<file path="src/rtl/pkt_hdr_stream_parser.sv">
// Purpose    : split an MSB-first word stream into ETH/IP/TCP header registers and a payload stream.
// Latency    : payload word appears on data_out one cycle after it is accepted; headers/hdr_valid one cycle after the final TCP word.
// Backpressure: ready_in is always high in header/drop states; in payload it is !valid_out | ready_out (1-deep output register).
//
// Ports:
//   clk, rst                    clock (posedge) and asynchronous active-high reset
//   data_in/valid_in/last_in    input word stream, ready_in = parser accepts this cycle
//   data_out/valid_out/last_out payload stream, ready_out = downstream accepts
//   eth_hdr/ip_hdr/tcp_hdr      last completed headers, hdr_valid pulses when they update
//   pkt_err                     pulse on short or oversize packet
//   pkt_count                   good packets completed (wraps)
module pkt_hdr_stream_parser #(
   parameter int WIDTH         = 32,
   parameter int ETH_BITS      = 128,
   parameter int IP_BITS       = 160,
   parameter int TCP_BITS      = 160,
   parameter int MAX_PAY_WORDS = 16
) (
   input  logic                clk,
   input  logic                rst,
   input  logic [WIDTH-1:0]    data_in,
   input  logic                valid_in,
   input  logic                last_in,
   output logic                ready_in,
   output logic [WIDTH-1:0]    data_out,
   output logic                valid_out,
   output logic                last_out,
   input  logic                ready_out,
   output logic [ETH_BITS-1:0] eth_hdr,
   output logic [IP_BITS-1:0]  ip_hdr,
   output logic [TCP_BITS-1:0] tcp_hdr,
   output logic                hdr_valid,
   output logic                pkt_err,
   output logic [15:0]         pkt_count
);

   localparam int ETH_WORDS = ETH_BITS / WIDTH;
   localparam int IP_WORDS  = IP_BITS / WIDTH;
   localparam int TCP_WORDS = TCP_BITS / WIDTH;
   localparam int HMAX_A    = (ETH_WORDS > IP_WORDS) ? ETH_WORDS : IP_WORDS;
   localparam int HMAX      = (HMAX_A > TCP_WORDS) ? HMAX_A : TCP_WORDS;
   localparam int HCNT_W    = $clog2(HMAX + 1);
   localparam int PCNT_W    = $clog2(MAX_PAY_WORDS + 1);

   localparam logic [HCNT_W-1:0] ETH_LAST = HCNT_W'(ETH_WORDS - 1);
   localparam logic [HCNT_W-1:0] IP_LAST  = HCNT_W'(IP_WORDS - 1);
   localparam logic [HCNT_W-1:0] TCP_LAST = HCNT_W'(TCP_WORDS - 1);
   localparam logic [PCNT_W-1:0] PAY_LAST = PCNT_W'(MAX_PAY_WORDS - 1);

   typedef enum logic [2:0] {
      S_ETH  = 3'd0,
      S_IP   = 3'd1,
      S_TCP  = 3'd2,
      S_PAY  = 3'd3,
      S_DROP = 3'd4
   } state_t;

   state_t              r_state;
   state_t              w_state_nxt;
   logic [HCNT_W-1:0]   r_hcnt;
   logic [PCNT_W-1:0]   r_pcnt;
   logic [ETH_BITS-1:0] r_eth_sh;
   logic [IP_BITS-1:0]  r_ip_sh;
   logic [TCP_BITS-1:0] r_tcp_sh;

   logic w_rdy;
   logic w_acc;
   logic w_hdr_state;
   logic w_tcp_done;   // final TCP word accepted
   logic w_short;      // last_in seen before the header was complete
   logic w_pay_good;   // last_in within the payload cap
   logic w_pay_cap;    // cap reached without last_in
   logic w_drop_end;   // last_in of an oversize packet

   // Payload words go through a single output register, so a new word can
   // only be taken when that register is empty or being emptied this cycle.
   assign w_rdy       = (r_state == S_PAY) ? (!valid_out || ready_out) : 1'b1;
   assign ready_in    = w_rdy && !rst;
   assign w_acc       = valid_in && ready_in;
   assign w_hdr_state = (r_state == S_ETH) || (r_state == S_IP) || (r_state == S_TCP);

   always_ff @(posedge clk or posedge rst) begin
      if (rst) begin
         r_state <= S_ETH;
      end else begin
         r_state <= w_state_nxt;
      end
   end

   always_comb begin
      w_state_nxt = r_state;
      w_tcp_done  = 1'b0;
      w_short     = 1'b0;
      w_pay_good  = 1'b0;
      w_pay_cap   = 1'b0;
      w_drop_end  = 1'b0;
      case (r_state)
         S_ETH: begin
            if (w_acc) begin
               if (last_in) begin
                  w_short     = 1'b1;
                  w_state_nxt = S_ETH;
               end else if (r_hcnt == ETH_LAST) begin
                  w_state_nxt = S_IP;
               end
            end
         end
         S_IP: begin
            if (w_acc) begin
               if (last_in) begin
                  w_short     = 1'b1;
                  w_state_nxt = S_ETH;
               end else if (r_hcnt == IP_LAST) begin
                  w_state_nxt = S_TCP;
               end
            end
         end
         S_TCP: begin
            if (w_acc) begin
               if (r_hcnt == TCP_LAST) begin
                  w_tcp_done  = 1'b1;
                  w_state_nxt = last_in ? S_ETH : S_PAY;
               end else if (last_in) begin
                  w_short     = 1'b1;
                  w_state_nxt = S_ETH;
               end
            end
         end
         S_PAY: begin
            if (w_acc) begin
               // last_in takes priority: a packet ending exactly at the cap is good
               if (last_in) begin
                  w_pay_good  = 1'b1;
                  w_state_nxt = S_ETH;
               end else if (r_pcnt == PAY_LAST) begin
                  w_pay_cap   = 1'b1;
                  w_state_nxt = S_DROP;
               end
            end
         end
         S_DROP: begin
            if (w_acc && last_in) begin
               w_drop_end  = 1'b1;
               w_state_nxt = S_ETH;
            end
         end
         default: w_state_nxt = S_ETH;
      endcase
   end

   always_ff @(posedge clk or posedge rst) begin
      if (rst) begin
         r_hcnt    <= '0;
         r_pcnt    <= '0;
         r_eth_sh  <= '0;
         r_ip_sh   <= '0;
         r_tcp_sh  <= '0;
         eth_hdr   <= '0;
         ip_hdr    <= '0;
         tcp_hdr   <= '0;
         hdr_valid <= 1'b0;
         pkt_err   <= 1'b0;
         pkt_count <= '0;
         data_out  <= '0;
         valid_out <= 1'b0;
         last_out  <= 1'b0;
      end else begin
         hdr_valid <= w_tcp_done;
         pkt_err   <= w_short || w_drop_end;

         if (w_acc && w_hdr_state) begin
            r_hcnt <= (last_in || (w_state_nxt != r_state)) ? '0 : r_hcnt + HCNT_W'(1);
         end

         // Shadow registers shift MSB-first; the truncating cast drops the oldest word.
         if (w_acc && (r_state == S_ETH)) r_eth_sh <= ETH_BITS'({r_eth_sh, data_in});
         if (w_acc && (r_state == S_IP))  r_ip_sh  <= IP_BITS'({r_ip_sh, data_in});
         if (w_acc && (r_state == S_TCP)) r_tcp_sh <= TCP_BITS'({r_tcp_sh, data_in});

         if (w_tcp_done) begin
            eth_hdr <= r_eth_sh;
            ip_hdr  <= r_ip_sh;
            tcp_hdr <= TCP_BITS'({r_tcp_sh, data_in});
         end

         if (w_short) begin
            r_eth_sh <= '0;
            r_ip_sh  <= '0;
            r_tcp_sh <= '0;
         end

         if ((w_tcp_done && last_in) || w_pay_good) begin
            pkt_count <= pkt_count + 16'd1;
         end

         if (w_acc && (r_state == S_PAY)) begin
            data_out  <= data_in;
            valid_out <= 1'b1;
            last_out  <= last_in || (r_pcnt == PAY_LAST);
            r_pcnt    <= (last_in || w_pay_cap) ? '0 : r_pcnt + PCNT_W'(1);
         end else if (ready_out) begin
            valid_out <= 1'b0;
            last_out  <= 1'b0;
         end
      end
   end

endmodule

</file>
<file path="config.mk">
export PLATFORM = sky130hd
export DESIGN_NAME = pkt_hdr_stream_parser
export DESIGN_NICKNAME = d
export VERILOG_FILES = /design/src/rtl/pkt_hdr_stream_parser.sv
export SDC_FILE = /design/constraint.sdc
export NUM_CORES = 2
export LEC_CHECK = 0
export CAP_MARGIN = 25
export CORE_MARGIN = 4
export CORE_UTILIZATION = 30
export CTS_BUF_LIST = sky130_fd_sc_hd__clkbuf_2
export DETAILED_ROUTE_END_ITERATION = 16
export PLACE_DENSITY_LB_ADDON = 0.1
export SETUP_SLACK_MARGIN = 0.02
export SLEW_MARGIN = 10
export SYNTH_ARGS = -nofsm -noshare
export SYNTH_HDL_FRONTEND = slang
export SYNTH_SLANG_ARGS = --single-unit
</file>
<file path="constraint.sdc">
create_clock -name clk -period 30.1 [get_ports clk]
set_input_delay 6.02 -clock clk [delete_from_list [all_inputs] [get_ports clk]]
set_output_delay 6.02 -clock clk [all_outputs]
set_load 0.005 [all_outputs]
</file>
* Yosys cells after proc, flatten, opt, wreduce, memory -nomap -nowiden
Cells that the tools add are included.
** Word-level totals
- Input port bits :: 37
- Register bits after elaboration :: 927
- Word-level logic and storage cells :: 93
** Cells by class
- Reductions and logical operators :: 25
- Eq/ne operators :: 8
- Multiplexer cells :: 42
- Add/subtract/negate cells :: 3
** Operators by type and width (count)
- $mux W128 :: 4
- $mux W160 :: 2
- $mux W3 :: 14
- $mux W1 :: 18
- $add A16 B1 Y16 const B :: 1
- $pmux W3 S5 :: 1
- $eq A3 B2 Y1 const B :: 3
- $logic_and A1 B1 Y1 :: 9
- $logic_or A1 B1 Y1 :: 8
- $reduce_bool A2 Y1 :: 4
- $eq A3 B3 Y1 const B :: 2
- $add A5 B1 Y5 const B :: 1
- $eq A5 B4 Y1 const B :: 1
- $mux W5 :: 1
- $add A3 B1 Y3 const B :: 1
- $eq A3 B1 Y1 const B :: 1
- $logic_not A3 Y1 :: 1
- $ne A3 B3 Y1 :: 1
- $logic_not A1 Y1 :: 2
- $mux W2 :: 1
- $pmux W1 S2 :: 1
- $reduce_or A2 Y1 :: 1

* Logic depth before layout (Yosys ltp)
- Depth in word-level cells :: 11
- Depth in mapped cells :: 8

* Worst setup path before layout
No wires, ideal clock.
- Path type :: input to register
- Start :: in rst
- End :: reg r_tcp_sh[0]
- Data required time :: 29.964 ns
- Path buffers :: 2
- Stages :: 6
- Setup time :: 0.136 ns
- Data arrival time :: 27.107 ns
- Path slack :: 2.857 ns
- Path through :: inv_1 nand3_1 clkbuf_1 clkbuf_1 nand2_1 a21oi_1
** Between the ends
- Longest elaborated chain between the ends :: 6
- Elaborated cells between the ends (all ways) :: 9
** RTL lines
- from (decl) :: line 20 : input logic rst,
- $logic_not A1 Y1 (no line) *
- $logic_and A1 B1 Y1 * :: line 78 : assign ready_in = w_rdy && !rst;
- $logic_and A1 B1 Y1 * :: line 79 : assign w_acc = valid_in && ready_in;
- $mux W1, on equally long branches
- $pmux W1 S2 :: line 97 : case (r_state)
- $mux W128 / $reduce_bool A2 Y1 (equally long branches)
- to (signal assigned) :: line 178 : if (w_acc && (r_state == S_TCP)) r_tcp_sh <= TCP_BITS'({r_tcp_sh, data_in});
- to (decl) :: line 64 : logic [TCP_BITS-1:0] r_tcp_sh;
Every way passes the cells marked *; elsewhere a longest branch is shown, timed or not.
A chain may end at the register's enable or synchronous reset.

* Worst setup path in the final report
- Start :: in ready_out
- End :: out ready_in
** Between the ends
- Longest elaborated chain between the ends :: 3
** RTL lines
- from (decl) :: line 28 : input logic ready_out,
- $logic_or A1 B1 Y1 :: line 77 : assign w_rdy = (r_state == S_PAY) ? (!valid_out || ready_out) : 1'b1;
- $mux W1 :: line 77
- $logic_and A1 B1 Y1 :: line 78
- to (decl) :: line 24 : output logic ready_in,
Every way passes these cells.

==> out/results.ini <==
[run_status]
status=complete, no violations

[sta]
drv_slew=0
setup_viol=0
finalCritPeriodShare_pct=45.4
hold-worst-slack_ns=0.425
slew_headroom_pct=21.7
period_minus_slack_ns=13.66
fin_skew_ns=0.147
hold_viol=0
fmax_mhz=73.2
rsz0062_at_grt=no
tightest_slew_ns=1.17
setup_tns_ns=0

[clock_network]
numCtsBuffers=281
cts_hold_buffers=0
cts_tree=done
path_clk_slew_ns=0.10
cts.sinks=927
htree_levels=5
clk_latency_ns=1.50
cts_resized=0
clockBufferDepth=4
post_cts_buffers=0
root_buffer=clkbuf_2

[worst_setup_path]
max_stage_delay_ns=0.47
criticalPathCategory=input port to output pin
critPathRequiredTime_ns=24.08
slowest_stage=clkdlybuf4s50_1
rr_startpoint=r_state[2]$_DFF_PP0_
cpMostUsedCell=clkdlybuf4s50_1
crit_start=ready_out
rrSetupSlack_ns=26.17
endpoint_kind=output pin
path_max_fanout=3
cp-start-kind=input port
crit_chain=clkdlybuf4s50_1, nand2b_1, nor3_1, nor2_1, clkdlybuf4s50_1
critPathArrivalTime_ns=7.64

[floorplanning]
start_util_pct=30.4
die_area_um2=124000
ios=538
std_cell_rows=125
core_um2=117000
dieHeight_um=352
die_w_um=352

[logic_synthesis]
synth_compound_area_share_pct=6.31
synthFlopType=dfrtp_1
syn_inst=3053
ys_types=39
yosys-top-cells-area=dfrtp_1 (65%), mux2_2 (14%), nand2_1 (10%), a21oi_1 (5.9%), buf_2 (1.1%)
synth_top_family_by_area=multiplexers
synth_edf_count=0
yosysMostFrequentCell=nand2_1
yosysTopAreaCell=dfrtp_1
ys_seq_elements=927
synth_mux_area_share_pct=14.2
synth_top_cell_area_share_pct=65.3
synthesis.area_um2=35500
yosysSeqAreaShare_pct=65.3
syn_area_per_cell_um2=11.6
yosysWarningCount=0
synth_common_cells=nand2_1 (947), dfrtp_1 (927), mux2_2 (449)
syn-num-nets=3096
synth_xor_area_share_pct=0.370
synthAdderAreaFrac_pct=0.211
synthSimpleGateAreaFrac_pct=11.1
ys_async_sr_fraction_pct=100

[detailed_routing]
drt_iter0_drc=1213
wirelength_um=118000
vias_per_cell=4.63
ant_nets=0
num_vias=25200
drcViolationCount=0
first_pass_iters=5
wl_per_cell_um=21.7

[global_routing]
grt_pass1_vias=26400
grt_max_degree=189
antenna_found_initial=10
use_met1_pct=24.1
grt_use_met2_pct=29.4
grt.overflow.total=0
top_usage_layer=met2
grtUsageMet3_pct=6.21
grt_pass1_wl_um=177000
grt_use_total_pct=18.8

[power_and_ir_drop]
ir_drop_v=0.0000284
total_leakage_power_nw=21.0
powerDensity_nw_per_um2=59.0

[final_layout]
n_fill_cell=11800
syn2layout_area_growth_pct=26.6
layout.nets=3756
drive_gt1_share_pct=24.1

[hold_path]
holdCritStartpoint=r_eth_sh[63]$_DFFE_PP0P_
min_path_type=flop to flop

[run]
max_cap_viol_count=0

[placed_design]
dpl.hpwl_um=74200
gp_congestion=0.760
numPortBuffers=537

==> placed cells by master, fill, tap and decap left out, types with 2 or more instances in the layout <==
cell type / count
nand3_1: 10
inv_2: 6
nand2_1: 945
nand2b_1: 4
nand4_1: 10
clkinv_1: 33
nand3b_1: 3
diode_2: 12
and3_1: 5
mux2_2: 449
a21oi_1: 418
nor3_1: 6
bufinv_16: 5
buf_4: 26
nor2b_1: 3
dfrtp_1: 927
nor4_4: 2
inv_1: 6
buf_16: 5
o21ai_0: 11
nand2_4: 2
nor2_1: 8
xnor2_1: 14
nor3b_1: 3
buf_12: 6
clkbuf_2: 428
buf_6: 2
ha_1: 6
clkdlybuf4s50_1: 537
==> per-stage QoR <==
stage                     util [%]  std cells  power (mW)  instance area, um2  worst slack, ns
after floorplan                  -       3053        1.58               35500             9.45
after global routing          38.5       5437        2.83               45000            16.40
after global placement        36.2       4947        1.72               42300            16.47
after detailed placement      36.3       4948        1.73               42400            16.46
after CTS                     38.3       5421        2.72               44800            16.45
final                         38.5       5439        2.65               45000            16.44
==> layout make-up <==
cell class                      count  area (um2)  area share [%]
Inverter                            7        30.0          0.0668
Multi-Input combinational cell   1920       11500            25.6
Clock buffer                      428        2140            4.76
Tap cell                         1524        1910            4.24
Clock inverter                     45         302           0.670
Timing Repair Buffer              576        5850            13.0
Sequential cell                   927       23200            51.6
Antenna cell                       12        30.0          0.0668
==> routing by layer <==
metal / share of wire [%] / vias up
li1: - / 11700
met1: 43 / 12600
met2: 46 / 645
met3: 6.6 / 242
met4: 3.7 / 4
met5: 0.023 / -
==> power by group <==
part	internal (mW)	switching [mW]
registers	1.35	0.0881
logic	0.102	0.157
clock network	0.414	0.545
total	1.86	0.790
==> flip-flops by register name, indices dropped and copies added, names as in the netlist <==
register   count
data_out      32
eth_hdr      128
hdr_valid      1
ip_hdr       160
last_out       1
pkt_count     16
pkt_err        1
r_eth_sh     128
r_hcnt         3
r_ip_sh      160
r_pcnt         5
r_state        3
r_tcp_sh     128
tcp_hdr      160
valid_out      1
==> logic make-up (layout without fill, tap and decap cells) <==
logic type | Yosys count | after routing
multiplexers | 449 | 449
buffers and inverters | 206 | 1056
adder cells (fa/ha/maj) | 6 | 6
AO/OA/AOI/OAI | 440 | 440
AND/OR/NAND/NOR | 1010 | 1010
XOR/XNOR | 15 | 15
flip-flops | 927 | 927
other | 0 | 12
==> critical path: cells and delay by family <==
family        cells  cell delay, ns
buf+inv           2            0.90
simple gates      3            0.72
==> path summary, 6_finish.rpt <==
kind / endpoint / depth (start not counted)
min in group asynchronous: eth_hdr[13]$_DFFE_PP0P_ / 2
max in group asynchronous: r_ip_sh[149]$_DFFE_PP0P_ / 8
max: ready_in / 5
min reg2reg: eth_hdr[63]$_DFFE_PP0P_ / 1
max reg2reg: ip_hdr[133]$_DFFE_PP0P_ / 6
min: eth_hdr[63]$_DFFE_PP0P_ / 1
Power figures use the tool's default switching activity.
